<file path="src/rtl/mem_responder_pkg.sv">
// Shared definitions for the SRAM memory responder: FSM state codes,
// default wait-state counts and the idle levels of the SRAM pins.
package mem_responder_pkg;

  // FSM state encoding
  localparam logic [2:0] ST_IDLE  = 3'd0;
  localparam logic [2:0] ST_SETUP = 3'd1;
  localparam logic [2:0] ST_RD    = 3'd2;
  localparam logic [2:0] ST_WR    = 3'd3;
  localparam logic [2:0] ST_HOLD  = 3'd4;
  localparam logic [2:0] ST_DONE  = 3'd5;

  // Default access lengths in clock cycles (legal range 1..15)
  localparam int WAIT_RD_DEFAULT = 2;
  localparam int WAIT_WR_DEFAULT = 1;

  // Idle (released) levels of the SRAM pins
  localparam logic        STROBE_OFF = 1'b1;
  localparam logic [3:0]  BE_N_IDLE  = 4'hF;
  localparam logic [31:0] DQ_IDLE    = 32'h0000_0000;

  // Value loaded into the wait counter so that it reaches zero on the
  // last cycle of an access lasting `cycles` clocks.
  function automatic logic [3:0] wait_load(input int cycles);
    return 4'(cycles - 1);
  endfunction

endpackage

</file>
<file path="src/rtl/mem_wait_counter.sv">
// Loadable 4-bit down-counter used to time SRAM strobe widths.
// Load has priority; the count stops at zero.
module mem_wait_counter (
  input  logic       clk,
  input  logic       reset,
  input  logic       load,
  input  logic       en,
  input  logic [3:0] load_value,
  output logic       zero
);

  logic [3:0] count;

  // Count register: load, then decrement while enabled until zero
  // NOTE: sequential state uses non-blocking assignments so every flop
  // samples pre-edge values regardless of block evaluation order.
  always_ff @(posedge clk or negedge reset) begin
    if (!reset) begin
      count <= 4'd0;
    end else if (load) begin
      count <= load_value;
    end else if (en && (count != 4'd0)) begin
      count <= count - 4'd1;
    end
  end

  assign zero = (count == 4'd0);

endmodule

</file>
<file path="src/rtl/mem_responder.sv">
// Memory-side responder: serves one word request at a time against an
// asynchronous SRAM. Every SRAM pin and the done/err/rdata outputs come
// straight from flops that are updated from the current FSM state, so a
// pin lags its state by one clock and no request input reaches a pin
// combinationally. Out-of-range requests pass through SETUP with all
// strobes gated off, so they never touch the SRAM.
module mem_responder
  import mem_responder_pkg::*;
#(
  parameter int SRAM_AW = 18,
  parameter int WAIT_RD = WAIT_RD_DEFAULT,
  parameter int WAIT_WR = WAIT_WR_DEFAULT
) (
  input  logic               clk,
  input  logic               reset,
  input  logic [29:0]        adr,
  input  logic [31:0]        wdata,
  input  logic [3:0]         byteen,
  input  logic               rwb,
  input  logic               en,
  output logic               done,
  output logic [31:0]        rdata,
  output logic               err,
  output logic [SRAM_AW-1:0] sram_adr,
  input  logic [31:0]        sram_dq_i,
  output logic [31:0]        sram_dq_o,
  output logic               sram_dq_oe,
  output logic               sram_ce_n,
  output logic               sram_oe_n,
  output logic               sram_we_n,
  output logic [3:0]         sram_be_n
);

  logic [2:0]         state;
  logic [2:0]         next_state;
  logic [SRAM_AW-1:0] adr_q;
  logic [31:0]        wdata_q;
  logic [3:0]         byteen_q;
  logic               rwb_q;
  logic               err_q;
  logic               capture;
  logic               out_of_range;
  logic               access;
  logic               cnt_load;
  logic               cnt_en;
  logic               cnt_zero;
  logic [3:0]         cnt_value;

  assign capture      = (state == ST_IDLE) && en;
  assign out_of_range = |adr[29:SRAM_AW];

  // An access is in progress on the SRAM bus in these states
  assign access = !err_q && ((state == ST_SETUP) || (state == ST_RD) ||
                             (state == ST_WR)    || (state == ST_HOLD));

  assign cnt_load  = (state == ST_SETUP) && !err_q;
  assign cnt_en    = (state == ST_RD) || (state == ST_WR);
  assign cnt_value = rwb_q ? wait_load(WAIT_RD) : wait_load(WAIT_WR);

  mem_wait_counter u_wait (
    .clk        (clk),
    .reset      (reset),
    .load       (cnt_load),
    .en         (cnt_en),
    .load_value (cnt_value),
    .zero       (cnt_zero)
  );

  // Next-state decode
  // NOTE: next_state gets a default before the case so no path leaves it
  // unassigned, which would otherwise infer a latch.
  always_comb begin
    next_state = state;
    case (state)
      ST_IDLE:  if (en) next_state = ST_SETUP;
      ST_SETUP: begin
        if (err_q)      next_state = ST_DONE;
        else if (rwb_q) next_state = ST_RD;
        else            next_state = ST_WR;
      end
      ST_RD:    if (cnt_zero) next_state = ST_DONE;
      ST_WR:    if (cnt_zero) next_state = ST_HOLD;
      ST_HOLD:  next_state = ST_DONE;
      ST_DONE:  next_state = ST_IDLE;
      default:  next_state = ST_IDLE;
    endcase
  end

  // State register
  always_ff @(posedge clk or negedge reset) begin
    if (!reset) state <= ST_IDLE;
    else        state <= next_state;
  end

  // Request capture; inputs are ignored until the request completes
  always_ff @(posedge clk or negedge reset) begin
    if (!reset) begin
      adr_q    <= '0;
      wdata_q  <= '0;
      byteen_q <= '0;
      rwb_q    <= 1'b0;
      err_q    <= 1'b0;
    end else if (capture) begin
      adr_q    <= adr[SRAM_AW-1:0];
      wdata_q  <= wdata;
      byteen_q <= byteen;
      rwb_q    <= rwb;
      err_q    <= out_of_range;
    end
  end

  // SRAM pin flops, driven from the current state
  always_ff @(posedge clk or negedge reset) begin
    if (!reset) begin
      sram_adr   <= '0;
      sram_dq_o  <= DQ_IDLE;
      sram_dq_oe <= 1'b0;
      sram_ce_n  <= STROBE_OFF;
      sram_oe_n  <= STROBE_OFF;
      sram_we_n  <= STROBE_OFF;
      sram_be_n  <= BE_N_IDLE;
    end else begin
      if (cnt_load) begin
        sram_adr <= adr_q;
        if (!rwb_q) sram_dq_o <= wdata_q;
      end
      sram_ce_n  <= !access;
      sram_oe_n  <= !(access && (state == ST_RD));
      sram_we_n  <= !(access && (state == ST_WR) && (byteen_q != 4'b0000));
      sram_dq_oe <= access && !rwb_q;
      if (!access)    sram_be_n <= BE_N_IDLE;
      else if (rwb_q) sram_be_n <= 4'b0000;
      else            sram_be_n <= ~byteen_q;
    end
  end

  // Completion outputs; read data is sampled while oe_n is still low
  always_ff @(posedge clk or negedge reset) begin
    if (!reset) begin
      done  <= 1'b0;
      err   <= 1'b0;
      rdata <= '0;
    end else begin
      done <= (state == ST_DONE);
      err  <= (state == ST_DONE) && err_q;
      if ((state == ST_DONE) && rwb_q && !err_q) rdata <= sram_dq_i;
    end
  end

endmodule

</file>
<file path="config.mk">
export PLATFORM = sky130hd
export DESIGN_NAME = mem_responder
export DESIGN_NICKNAME = d
export VERILOG_FILES = /design/src/rtl/mem_responder_pkg.sv /design/src/rtl/mem_wait_counter.sv /design/src/rtl/mem_responder.sv
export SDC_FILE = /design/constraint.sdc
export NUM_CORES = 1
export LEC_CHECK = 0
export CORE_UTILIZATION = 49
export DETAILED_ROUTE_END_ITERATION = 7
export PLACE_DENSITY = 0.84
export SETUP_SLACK_MARGIN = 0.1
export SLEW_MARGIN = 25
export SYNTH_ARGS = -nofsm -noshare
export SYNTH_HDL_FRONTEND = slang
export SYNTH_SLANG_ARGS = --single-unit
</file>
<file path="constraint.sdc">
create_clock -name clk -period 4.7 [get_ports clk]
set_input_delay 0.47 -clock clk [delete_from_list [all_inputs] [get_ports clk]]
set_output_delay 0.47 -clock clk [all_outputs]
set_load 0.01 [all_outputs]
</file>
==> results.cfg <==
[worst_setup_path]
arrival_ps = 2920
cp_slowest_cell = nor2b_4
reg2reg_setup_slack_ps = 2070
crit_required_ps = 4990
crit_type = reg -> reg
critPathCaptureType = register
reg2regPathDepth = 4
worstPathMaxFanout = 33
r2r-end = sram_dq_o[31]
worst_path_largest_cell_delay_ps = 870
path_cells = nor4b_4, buf_4, nor2b_4, mux2_2
crit_path_start_kind = register
timing.rr.start = state[2]

[logic_synthesis]
synth_flop_cell = dfrtp_1
synth_top_family_by_area = multiplexers
synthMuxAreaShare_pct = 25.9
synth-compound-area-share_pct = 1.64
avgSynthCellArea_um2 = 16.2
yosys.area.top_type = dfrtp_1
synth-xor-area-share_pct = 0
yosysWarnings = 0
yosys.area_share.simple_pct = 4.06
yosysMostFrequentCell = dfrtp_1
synth_adder_area_share_pct = 0.421
synth-seq-area-share_pct = 65.3
synth_edf_count = 0
yosysUniqueCellTypes = 36
ys_ff_latch = 155
syn_nets = 472
syn_inst = 368
synthTopCellsByCount = dfrtp_1 (148), mux2_2 (107), mux2_1 (30)
async_flop_share_pct = 100
synth_area_leaders = dfrtp_1 (62%), mux2_2 (20%), mux2_1 (5.7%), dfstp_2 (3.1%), buf_4 (1.0%)
syn_area_mm2 = 0.00595
synth_top_area_share_pct = 62.2

[finish]
nets = 669
area_growth_pct = 44.7
fin_cells = 721
drive_gt1_share_pct = 26.6
diodes = 0
finalInstanceArea_mm2 = 0.00861

[sta]
finalHoldViolCount = 0
rsz0062_at_grt = no
relSlewSlack_pct = 34.3
finalSetupTns_ps = 0
fin_ws_ps = 2070
skew_ps = 5.21
report.final.slew_viol_count = 0
post-route-period-util_pct = 55.9
tightest_slew_ps = 983
holdWs_ps = 174
setup_violations = 0
min_period_ps = 2630
timing.fmax_ghz = 0.381

[die]
die-area_mm2 = 0.0126
chipWidth_um = 112
die_y_um = 112
start_util_pct = 51.2
ioPinCount = 194
core_mm2 = 0.0116
fp-row-count = 39

[clock_network]
postCtsSetupRepairBufs = 0
cts_sinks = 155
h-tree-depth = 4
cts_tree = done
ctsResizeCount = 0
cts_inserted_buffers = 17
ctsHoldBuffers = 0
root_buffer = clkbuf_16
clk_pin_slew_worst_paths_ps = 60
clockBufferDepth = 2
clk_latency_ps = 410

[grt]
grt_pass1_vias = 4136
grt_start_max_net_pins = 110
antenna_found_initial = 0
grt_pass1_wl_mm = 21.3
overflow = 0
grt_use_total_pct = 22.0

[detailed_routing]
routed_wl_mm = 12.9
vias = 3736
detail-route-antenna-nets = 0
avgViaCountPerCell = 5.18
drc = 20
drtIter0Drc = 169
firstDrtPassIters = 6
wl_per_cell_um = 17.8

[placed_design]
place_hpwl_mm = 8.98
placed_cell_area_mm2 = 0.00798
post-place-ws_ps = 2080
gp_congestion = 0.805
portBuffers = 193
placed_cells = 689

[outcome]
status = finished with violations
violations = DRC

[pwr]
p_leak_nw = 3.74
ir_worst_vdd_mv = 0.339
p_per_area_mw_per_mm2 = 625

[hold_path]
holdCritPathClass = in -> async

[flow_run]
maxCapViolCount = 0
## power breakdown
group	total, W	internal, W	switching, W
Clock	0.00144	0.000943	0.000495
Sequential	0.00228	0.00192	0.000360
Combinational	0.00167	0.00108	0.000591
Total	0.00538	0.00393	0.00145
## cells in the final DEF (no fill, tap or decap), drive strengths merged, types with 4 or more instances in the layout
cell type and instances:
dfrtp 148, clkbuf 26, bufinv 4, buf 5
mux2 137, dfstp 7, o21ai 7, nor4 4
clkdlybuf4s50 192, nor2b 4, inv 5
## kinds of logic (layout without fill, tap and decap cells)
group / Yosys count / count (layout)
buf+inv: 25 / 235
simple gates: 33 / 33
flops: 155 / 155
fa+ha+maj: 2 / 2
compound gates: 16 / 16
mux: 137 / 137
## flip-flops by register name, summed over array words and instances (netlist names), 3 cells and up
signal / cells
sram_adr: 18
sram_dq_o: 32
byteen_q: 4
state: 3
sram_be_n: 4
u_wait.count: 4
adr_q: 18
wdata_q: 32
rdata: 32
## cell type report
cell class / count / area (um^2)
sequential: 155 / 3890
fill: 744 / 3000
timing repair buffer: 198 / 1970
multi-input combinational: 188 / 1920
clock buffer: 25 / 495
tap: 143 / 179
clock inverter: 7 / 135
inverter: 5 / 18.8
## critical path, delay by kind of cell, from the launching register on
kind	cells	cell delay, ps
simple gates	2	1190
flops	1	530
mux	1	420
buf+inv	1	350
## metal layers
metal,share of wire (%),GRT usage [%],vias up,wire length (um)
met5,0,0,-,0
met4,1.1,7.73,0,142
met3,8.9,7.61,14,1140
met2,49,36.4,158,6300
met1,41,27.0,1858,5290
li1,-,-,1706,-
## metrics by stage
stage / util, % / total power, W
3_5_place_dp: 68.7 / 0.00397
4_1_cts: 74.1 / 0.00544
3_3_place_gp: 68.7 / 0.00386
6_report: 74.2 / 0.00538
2_1_floorplan: - / 0.00300
5_1_grt: 74.2 / 0.00567
## how the worst max path moves through the flow
stage / start / to / slack [ps] / cells past startpoint
6_report: state[2] / sram_dq_o[31] / 2070 / 4
5_1_grt: state[2] / sram_dq_o[31] / 1930 / 4
4_1_cts: state[2] / sram_dq_o[30] / 2060 / 4
3_5_place_dp: state[2] / sram_dq_o[31] / 2080 / 4
3_3_place_gp: state[2] / sram_dq_o[31] / 2110 / 4
2_1_floorplan: state[1] / sram_dq_o[10] / 2950 / 6
Power figures use the tool's default switching activity.
